**config.mk**
```make
export PLATFORM = sky130hd
export DESIGN_NAME = hpu_oam_dma
export DESIGN_NICKNAME = d
export VERILOG_FILES = /design/src/rtl/hpu_pkg.sv /design/src/rtl/hpu_oam_dma.sv
export SDC_FILE = /design/constraint.sdc
export NUM_CORES = 1
export LEC_CHECK = 0
export CORE_AREA = 2 2 72 74
export CTS_CLUSTER_DIAMETER = 100
export DETAILED_ROUTE_END_ITERATION = 8
export DIE_AREA = 0 0 74 76
export PLACE_DENSITY = 0.84
export SYNTH_ARGS = -nofsm -noshare
export SYNTH_HDL_FRONTEND = slang
export SYNTH_SLANG_ARGS = --single-unit
```
**constraint.sdc**
```tcl
create_clock -name clk -period 4.5 [get_ports clk]
set_input_delay 0.9 -clock clk [delete_from_list [all_inputs] [get_ports clk]]
set_output_delay 0.9 -clock clk [all_outputs]
set_load 0.01 [all_outputs]
```
**src/rtl/hpu_pkg.sv**
```systemverilog
// Shared HPU constants: OAM geometry, vertical-blank threshold and the OAM DMA state encoding.
// The sprite loader imports the same package so both sides agree on the record layout.
package hpu_pkg;

    localparam logic [15:0] OAM_BASE         = 16'h3000;
    localparam int          SPRITE_DATA_SIZE = 4;
    localparam int          NUM_SPRITES      = 64;
    localparam int          OAM_IDX_W        = $clog2(NUM_SPRITES);
    localparam logic [9:0]  ACTIVE_LINES     = 10'd480;

    // Byte offsets inside one OAM record
    localparam logic [1:0]  OAM_Y    = 2'd0;
    localparam logic [1:0]  OAM_TILE = 2'd1;
    localparam logic [1:0]  OAM_X    = 2'd2;
    localparam logic [1:0]  OAM_PAL  = 2'd3;

    typedef enum logic [1:0] {
        IDLE  = 2'd0,
        READ  = 2'd1,
        WRITE = 2'd2,
        DONE  = 2'd3
    } dma_state_t;

endpackage

```
**src/rtl/hpu_oam_dma.sv**
```systemverilog
// Copies sprite attribute records from CPU-side memory into OAM, one byte per read/write pair.
// VRAM writes are only issued during vertical blank; the FSM parks in WRITE until vblank arrives.
module hpu_oam_dma
    import hpu_pkg::*;
(
    input  logic        clk,
    input  logic        reset,
    input  logic [9:0]  true_line,
    input  logic        start,
    input  logic [7:0]  src_page,
    input  logic [5:0]  first_sprite,
    input  logic [6:0]  sprite_count,
    output logic        src_req,
    output logic [15:0] src_addr_out,
    input  logic        src_ack,
    input  logic [7:0]  src_data_in,
    output logic        vram_we,
    output logic [15:0] vram_addr_out,
    output logic [7:0]  vram_data_out,
    output logic        busy,
    output logic        done
);

    dma_state_t           state_reg, state_next;
    logic [7:0]           byte_idx_reg;
    logic [7:0]           last_idx_reg;
    logic [7:0]           src_page_reg;
    logic [OAM_IDX_W-1:0] first_sprite_reg;
    logic [7:0]           data_reg;

    logic                 vblank;
    logic [6:0]           count_clamped;
    logic [7:0]           last_idx_next;

    // The record index wraps inside the 64-entry table, so the address never leaves OAM.
    function automatic logic [15:0] oam_addr(input logic [OAM_IDX_W-1:0] first,
                                             input logic [7:0]           idx);
        logic [OAM_IDX_W-1:0] rec;
        rec = first + idx[7:2];
        return OAM_BASE + {8'h00, rec, idx[1:0]};
    endfunction

    function automatic logic [6:0] clamp_count(input logic [6:0] c);
        return (c > 7'(NUM_SPRITES)) ? 7'(NUM_SPRITES) : c;
    endfunction

    assign vblank        = (true_line >= ACTIVE_LINES);
    assign count_clamped = clamp_count(sprite_count);
    // A clamped count of 64 has zero low bits, and 0 - 1 yields 255, the last byte of a full table.
    assign last_idx_next = {count_clamped[5:0], 2'b00} - 8'd1;

    always_ff @(posedge clk) begin
        if (reset) begin
            state_reg        <= IDLE;
            byte_idx_reg     <= 8'd0;
            last_idx_reg     <= 8'd0;
            src_page_reg     <= 8'd0;
            first_sprite_reg <= '0;
            data_reg         <= 8'd0;
        end else begin
            state_reg <= state_next;
            case (state_reg)
                IDLE: begin
                    if (start) begin
                        src_page_reg     <= src_page;
                        first_sprite_reg <= first_sprite;
                        last_idx_reg     <= last_idx_next;
                        byte_idx_reg     <= 8'd0;
                    end
                end
                READ: begin
                    if (src_ack) begin
                        data_reg <= src_data_in;
                    end
                end
                WRITE: begin
                    if (vblank) begin
                        byte_idx_reg <= byte_idx_reg + 8'd1;
                    end
                end
                default: ;
            endcase
        end
    end

    always_comb begin
        state_next = state_reg;
        case (state_reg)
            IDLE: begin
                if (start) begin
                    state_next = (count_clamped == 7'd0) ? DONE : READ;
                end
            end
            READ: begin
                if (src_ack) begin
                    state_next = WRITE;
                end
            end
            WRITE: begin
                if (vblank) begin
                    state_next = (byte_idx_reg == last_idx_reg) ? DONE : READ;
                end
            end
            DONE:    state_next = IDLE;
            default: state_next = IDLE;
        endcase
    end

    always_comb begin
        src_req       = 1'b0;
        src_addr_out  = 16'h0000;
        vram_we       = 1'b0;
        vram_addr_out = 16'h0000;
        vram_data_out = 8'h00;
        busy          = 1'b0;
        done          = 1'b0;
        case (state_reg)
            READ: begin
                busy         = 1'b1;
                src_req      = 1'b1;
                src_addr_out = {src_page_reg, 8'h00} + {8'h00, byte_idx_reg};
            end
            WRITE: begin
                busy          = 1'b1;
                vram_we       = vblank;
                vram_addr_out = oam_addr(first_sprite_reg, byte_idx_reg);
                vram_data_out = data_reg;
            end
            DONE: begin
                busy = 1'b1;
                done = 1'b1;
            end
            default: ;
        endcase
    end

endmodule

```
# After elaboration in Yosys (flattened, before gate mapping)
# Cells that the tools add are included.
# Widths: inputs -> output; s select.
totals:
  reg_bits: 40
  input_bits: 43
  out_inout_bits: 44
classes:
  add_sub_neg: 5
  order_cmp: 2
  n_eq_ne: 7
  n_mux: 17
  n_reduce_logical: 8
ops:
  columns: ["op", "count"]
  rows:
  - ["$mux 8", 3]
  - ["$add 16x8->16", 1]
  - ["$mux 16", 1]
  - ["$pmux 8 s2", 1]
  - ["$add 14x8->15 const A", 1]
  - ["$mux 15", 1]
  - ["$ge 10x9->1 const B", 1]
  - ["$mux 2", 5]
  - ["$add 8x1->8 const B", 1]
  - ["$eq 8x8->1", 1]
  - ["$pmux 2 s4", 1]
  - ["$sub 8x1->8 const B", 1]
  - ["$gt 7x7->1 const B", 1]
  - ["$logic_not 7->1", 1]
  - ["$mux 7", 1]
  - ["$add 6x6->6", 1]
  - ["$ne 2x2->1 const B", 3]
  - ["$reduce_and 3->1", 2]
  - ["$eq 2x2->1 const B", 2]
  - ["$mux 1", 4]
  - ["$reduce_and 2->1", 2]
  - ["$reduce_or 3->1", 1]
  - ["$eq 2x1->1 const B", 1]
  - ["$logic_not 2->1", 1]
  - ["$reduce_bool 2->1", 1]

# Logic depth before layout (Yosys ltp)
# Gate-level depths: netlist of run 1.
logic_depth:
  ltp_word: 6
  depth_mapped: 7
  depth_no_buf: 7

# Least setup slack after synthesis of run 1
# OpenSTA, ideal clock, no wires.
synth_timing:
  kind: "flip-flop to output port"
  startpoint: "reg byte_idx_reg[3]"
  endpoint: "out vram_addr_out[6]"
  t_arrival_ns: 1.634
  path_slack_ns: 1.966
  path_stages_with_launch: 8
  path_buffers: 1
  cell_sequence: "dfxtp_1 -> clkbuf_1 -> inv_1 -> fa_1 -> nor2b_1 -> o21ai_0 -> nor3b_1 -> nor3_1"
synth_between:
  elab_chain_len: 3
synth_lines:
  columns: ["item", "line_no", "rtl"]
  rows:
  - ["start: declaration", "hpu_oam_dma.sv:25", "logic [7:0] byte_idx_reg;"]
  - ["start signal: assignment", "hpu_oam_dma.sv:78", "byte_idx_reg <= byte_idx_reg + 8'd1;"]
  - ["$add 6x6->6", "hpu_oam_dma.sv:39", "rec = first + idx[7:2];"]
  - ["$add 14x8->15", "hpu_oam_dma.sv:40", "return OAM_BASE + {8'h00, rec, idx[1:0]};"]
  - ["$mux 15", "hpu_oam_dma.sv:117", "case (state_reg)"]
  - ["end: declaration", "hpu_oam_dma.sv:18", "output logic [15:0] vram_addr_out,"]
# Every way passes these cells.

# Final worst setup path of run 1
layout_timing:
  startpoint: "reg byte_idx_reg[2]"
  endpoint: "out vram_addr_out[6]"
# Same word-level chain as after synthesis.

==> results.py, run 1 <==
metrics = {
    "timing": {
        "setup_tns_ps": 0,
        "slew_headroom": 0.5776,
        "finalSetupViolCount": 0,
        "rsz0062_at_grt": "false",
        "max_freq_ghz": 0.2887,
        "finClkSkew_ps": 9.896,
        "fin_crit_ps": 3464,
        "worstMarginPinSlew_ps": 632.0,
        "finalMaxSlewViolations": 0,
        "finalCritPeriodShare": 0.7697,
        "hold_viol": 0,
    },
    "worst_setup_path": {
        "critPathLaunchType": "flip-flop",
        "path_class": "reg -> out",
        "critPathMaxStageDelay_ps": 560,
        "required_ps": 3600,
        "critPathCaptureType": "output port",
        "path_cells": "ha_1 -> inv_1 -> fa_1 -> nor2b_1 -> o21ai_0 -> nor3b_1 -> nor3_1 -> clkdlybuf4s50_1",
        "crit_buf_inv": 2,
        "crit_fanout": 8,
        "crit_arrival_ps": 2560,
        "timing.critical_path.max_delay_family": "adder cells",
        "crit_slowest_cell": "clkdlybuf4s50_1",
    },
    "die": {
        "chipHeight_um": 76,
        "core_sq_um": 4912,
        "fp.dieArea_sq_um": 5624,
        "pin_count": 87,
        "initial_core_util": 0.4536,
        "die_w_um": 74,
        "rows": 26,
    },
    "global_route": {
        "grt_max_degree": 31,
        "grt_pass1_wl_um": 9777,
        "gr-total-overflow": 0,
        "antenna_found_initial": 0,
        "grtUsageTotal": 0.2168,
        "grt_pass1_vias": 2180,
    },
    "cts": {
        "htreeDepth": 2,
        "root_buffer": "clkbuf_8",
        "cts_resized": 0,
        "numCtsBuffers": 5,
        "cts_tree": "yes",
        "cts_sinks": 39,
        "clock_path_buffers": 2,
        "clk_latency_ps": 300,
        "post_cts_buffers": 0,
        "clk_pin_slew_ps": 80,
        "holdBufCountCts": 0,
    },
    "power_and_ir_drop": {
        "power.density_nw_per_um2": 273.3,
        "ir_worst_vdd_mv": 0.1974,
        "p_leak_uw": 0.001123,
    },
    "yosys": {
        "synthAdderAreaFrac": 0.04829,
        "synthArstFlopShare": 0,
        "synthFlopType": "dfxtp_1",
        "synth-edff-count": 0,
        "ys_ff_latch": 39,
        "synth_cell_types": 44,
        "synthXorXnorAreaFrac": 0.04323,
        "yosys_warnings": 0,
        "syn_avg_cell_area_sq_um": 7.658,
        "yosys.area_share.simple": 0.3172,
        "synthDominantCellAreaShare": 0.3504,
        "ys_top_cells_by_area": "dfxtp_1, nand2_1, and2_1",
        "postSynthCellCount": 291,
        "synth_seq_area_share": 0.3504,
        "syn-cell-area_sq_um": 2228,
        "post-synth-top-area-cell": "dfxtp_1",
        "synth_top_family_by_area": "simple AND/OR/NAND/NOR gates",
        "synth-compound-area-share": 0.1578,
        "synth_mux_area_frac": 0.004492,
    },
    "final_layout": {
        "drive_gt1_frac": 0.04469,
        "area_growth_pct": 39.08,
        "fillers": 417,
        "multi_input_area_sq_um": 1301,
        "num-nets-final": 408,
        "seq_area_sq_um": 780.7,
        "diodes": 0,
        "final_cells": 428,
    },
    "place": {
        "gp_congestion": 0.8149,
        "hpwl_um": 4047,
        "dp_cells": 420,
        "port_buffers": 75,
    },
    "routing": {
        "wl_per_cell_um": 13.22,
        "drtIter0Drc": 110,
        "dr.pass1.iters": 4,
        "wirelength_um": 5657,
        "drc": 0,
        "postRouteAntennaNets": 0,
        "vias_per_cell": 5.129,
        "dr_total_vias": 2195,
    },
    "min_path": {
        "hold_path.class": "reg -> reg",
    },
    "run": {
        "drv_cap": 0,
    },
    "outcome": {
        "status": "completed",
    },
}
==> report_power, final <==
part	leakage [uW]	total, uW	switching (uW)	internal [uW]
Combinational	0.000742	161	82.7	78.2
Clock	0.0000612	305	125	179
Sequential	0.000319	381	15.2	366
==> stage by stage <==
step / setup WS, ps / util / area [sq um] / hold slack [ps] / total power, uW
floorplan: 1966 / - / 2247 / 431.7 / 484.2
global placement: 1217 / 0.6070 / 2982 / 437.1 / 545.9
detailed placement: 1193 / 0.6070 / 2982 / 442.6 / 549.6
CTS: 1057 / 0.6309 / 3099 / 453.0 / 849.8
global route: 822.5 / 0.6309 / 3099 / 474.5 / 885.3
finish: 1036 / 0.6309 / 3099 / 449.2 / 847.0
==> final timing paths <==
check                           slack (ps)  cells past startpoint             from                to
worst max-delay path                  1040                      8  byte_idx_reg[2]  vram_addr_out[6]
worst min-delay path                   450                      2  src_page_reg[7]   src_page_reg[7]
worst max register to register        2560                      5     state_reg[1]   byte_idx_reg[7]
worst min register to register         450                      2  src_page_reg[7]   src_page_reg[7]
==> synthesized netlist by cell type (all sizes together) (2+ instances only) <==
| cell | number |
|---|---|
| nand2 | 50 |
| dfxtp | 39 |
| a21oi | 32 |
| and2 | 28 |
| nor2 | 21 |
| buf | 13 |
| nand3 | 12 |
| clkbuf | 11 |
| xnor2 | 10 |
| inv | 8 |
| nor3 | 8 |
| ha | 7 |
| o21ai | 6 |
| a311oi | 4 |
| o31ai | 4 |
| or4 | 4 |
| a211oi | 3 |
| nor2b | 3 |
| nor3b | 3 |
| and4 | 2 |
| nand2b | 2 |
| nand4 | 2 |
| or3 | 2 |
==> routing by layer <==
metal / part of all wire / GRT usage / wire [um] / up-vias
li1: - / - / - / 1109
met1: 0.41 / 0.2568 / 2347 / 1020
met2: 0.52 / 0.3884 / 2960 / 57
met3: 0.048 / 0.04365 / 274 / 9
met4: 0.013 / 0.05636 / 74 / 0
met5: 0 / 0 / 0 / -
==> worst reg2reg max path: cells and delay by family, from the launching register on <==
family,cells,cell delay (ps)
AND/OR/NAND/NOR,2,840
flip-flops,1,540
AO/OA/AOI/OAI,2,270
buffers and inverters,1,230
==> layout by cell type, fill, tap and decap left out, types with 2 or more instances in the layout <==
cell type / instances
buf_4: 3
nor3_1: 8
a211oi_1: 3
dfxtp_1: 39
a311oi_1: 4
ha_1: 7
and2_1: 28
a21oi_1: 31
nor2_1: 21
nand4_1: 2
o21ai_0: 6
inv_1: 8
and4_1: 2
nor2b_1: 3
or3_1: 2
clkbuf_8: 6
or4_1: 4
nand2_1: 50
conb_1: 6
nor3b_1: 2
o31ai_1: 4
clkdlybuf4s50_1: 75
nand2b_1: 2
xnor2_1: 10
nand3_1: 12
==> cell families after synthesis <==
family,after synthesis
AO/OA/AOI/OAI,56
XOR/XNOR,11
adder cells (fa/ha/maj),8
buffers and inverters,33
flip-flops,39
multiplexers,1
other,1
AND/OR/NAND/NOR,142
==> area by class of cell <==
class / count / area share
inverter: 9 / 0.01252
multi-input combinational: 224 / 0.4199
sequential: 39 / 0.2519
tap: 70 / 0.02826
clock buffer: 6 / 0.02665
clock inverter: 2 / 0.01130
timing repair buffer: 78 / 0.2495
(Power assumes the default switching activity.)
==> run 2, diff against run 1 <==
--- a/config.mk
+++ b/config.mk
@@ -5,11 +5,11 @@
 export SDC_FILE = /design/constraint.sdc
 export NUM_CORES = 1
 export LEC_CHECK = 0
-export CORE_AREA = 2 2 72 74
+export CORE_AREA = 2 2 75 77
 export CTS_CLUSTER_DIAMETER = 100
 export DETAILED_ROUTE_END_ITERATION = 8
-export DIE_AREA = 0 0 74 76
-export PLACE_DENSITY = 0.84
+export DIE_AREA = 0 0 77 79
+export PLACE_DENSITY = 0.78
 export SYNTH_ARGS = -nofsm -noshare
 export SYNTH_HDL_FRONTEND = slang
 export SYNTH_SLANG_ARGS = --single-unit
==> constraint.sdc (replaced) <==
create_clock -name clk -period 3.53 [get_ports clk]
set_input_delay 0.706 -clock clk [delete_from_list [all_inputs] [get_ports clk]]
set_output_delay 0.706 -clock clk [all_outputs]
set_load 0.01 [all_outputs]
==> run 2 against run 1 <==
Against the previous run: count of clock-buffer cells in the layout did not move; sequential cell count unchanged; cell count increased by 0.70%; core utilization shrank 4.6 points; wire length grew 1.0%; die area grew 8.2%; combinational power rose by 27%.
==> results.py, run 2 (synthesis gave the netlist of run 1 again) <==
metrics = {
    "worst_setup_path": {
        "regToRegStartpoint": "state_reg[1]",
        "required_ps": 2820,
        "reg2reg_depth": 5,
        "path_class": "reg -> out",
        "critPathCaptureType": "output port",
        "r2r-end": "byte_idx_reg[5]",
        "regToRegSetupSlack_ps": 1580,
        "crit_arrival_ps": 2480,
        "crit_fanout": 19,
        "critPathLaunchType": "flip-flop",
    },
    "final_layout": {
        "area_growth_pct": 40.20,
        "diodes": 0,
        "layout_commonest_cell": "clkdlybuf4s50_1",
        "final_util": 0.5853,
        "final_cells": 431,
        "stdcell_area_sq_um": 3124,
        "drive_gt1_frac": 0.04457,
        "layout_common_cells": "clkdlybuf4s50_1, nand2_1, dfxtp_1",
        "num-nets-final": 409,
    },
    "timing": {
        "worstMarginPinSlew_ps": 830.6,
        "finClkSkew_ps": 6.021,
        "finalMaxSlewViolations": 0,
        "fin_crit_ps": 3188,
        "finalSetupViolCount": 0,
        "max_freq_ghz": 0.3136,
        "slew_headroom": 0.4446,
        "rsz0062_at_grt": "false",
        "finalCritPeriodShare": 0.9032,
        "hold_viol": 0,
        "setup_tns_ps": 0,
        "setup_slack_ps": 341.7,
    },
    "routing": {
        "vias_per_cell": 5.021,
        "dr.pass1.iters": 4,
        "postRouteAntennaNets": 0,
        "dr_total_vias": 2164,
        "drtIter0Drc": 88,
        "wl_per_cell_um": 13.26,
        "wirelength_um": 5716,
        "drc": 0,
    },
    "place": {
        "gp_congestion": 0.8688,
        "dp_cells": 423,
        "port_buffers": 75,
        "dpl_worst_slack_ps": 591.8,
        "hpwl_um": 4203,
        "post_dp_cell_area_sq_um": 2992,
    },
    "cts": {
        "cts_tree": "yes",
        "numCtsBuffers": 5,
        "cts_sinks": 39,
        "cts_resized": 0,
        "htreeDepth": 2,
        "clk_pin_slew_ps": 70,
        "post_cts_buffers": 0,
        "holdBufCountCts": 0,
        "clock_path_buffers": 2,
        "clk_latency_ps": 290,
        "root_buffer": "clkbuf_8",
    },
    "run": {
        "drv_cap": 0,
    },
    "global_route": {
        "grt_pass1_wl_um": 9528,
        "grt_pass1_vias": 2087,
        "grt_max_degree": 30,
        "antenna_found_initial": 0,
        "gr-total-overflow": 0,
        "grtUsageTotal": 0.1960,
    },
    "min_path": {
        "hold_path.class": "reg -> reg",
        "min_delay_path_depth": 2,
        "min_from": "data_reg[6]",
        "min_to": "data_reg[6]",
    },
    "die": {
        "initial_core_util": 0.4175,
        "fp.dieArea_sq_um": 6083,
        "pin_count": 87,
        "die_w_um": 77,
        "core_sq_um": 5338,
        "rows": 27,
        "chipHeight_um": 79,
    },
    "outcome": {
        "status": "completed",
    },
    "power_and_ir_drop": {
        "power.density_nw_per_um2": 361.3,
        "ir_worst_vdd_mv": 0.2862,
        "p_leak_uw": 0.001132,
    },
}
## run 2: worst max-delay path by stage
stage,cells after the start,from,end
2_1_floorplan,7,byte_idx_reg[3],vram_addr_out[6]
3_3_place_gp,4,true_line[5],vram_we
3_5_place_dp,4,true_line[5],vram_we
4_1_cts,6,state_reg[0],vram_addr_out[7]
5_1_grt,6,state_reg[0],vram_addr_out[7]
6_report,6,state_reg[0],vram_addr_out[7]
## run 2: power by group
| group | switching (uW) | leakage [uW] | internal [uW] | total [uW] |
|---|---|---|---|---|
| combinational | 105 | 0.000748 | 99.8 | 205 |
| clock | 155 | 0.0000654 | 283 | 438 |
| sequential | 18.9 | 0.000319 | 467 | 486 |
## run 2: critical path, cell delays in order, from the launching register on
cell and delay (ps):
dfxtp_1 480, nand2b_1 410, clkinv_4 250, and4_1 250
a311oi_1 200, o211ai_1 120, clkdlybuf4s50_1 490
## run 2: metrics by stage
| stage | hold slack (ps) | total power [uW] |
|---|---|---|
| 3_3_place_gp | 437.1 | 696.8 |
| 4_1_cts | 453.6 | 1137 |
| 5_1_grt | 473.5 | 1188 |
| 6_report | 453.1 | 1129 |
| 2_1_floorplan | 431.7 | 617.3 |
| 3_5_place_dp | 443.0 | 702.4 |
## run 2: cell type report
class	instances	area, sq um
Fill cell	534	2213
Multi-Input combinational cell	224	1301
Sequential cell	39	780.7
Timing Repair Buffer	79	780.7
Tap cell	72	90.09
Clock buffer	6	72.57
Clock inverter	2	60.06
Inverter	9	38.79
## run 2: routing by layer
metal	GRT usage	up-vias	part of all wire
li1	-	1109	-
met1	0.2265	1005	0.43
met2	0.3544	45	0.52
met3	0.06023	5	0.049
met4	0.04821	0	0.0072
met5	0	-	0
==> run 3, diff against run 2 <==
--- a/config.mk
+++ b/config.mk
@@ -9,6 +9,7 @@
 export CTS_CLUSTER_DIAMETER = 100
 export DETAILED_ROUTE_END_ITERATION = 8
 export DIE_AREA = 0 0 77 79
+export GPL_ROUTABILITY_DRIVEN = 0
 export PLACE_DENSITY = 0.78
 export SYNTH_ARGS = -nofsm -noshare
 export SYNTH_HDL_FRONTEND = slang
==> results of run 3 <==
Final layout, timing and power as in run 2 (identical DEF).
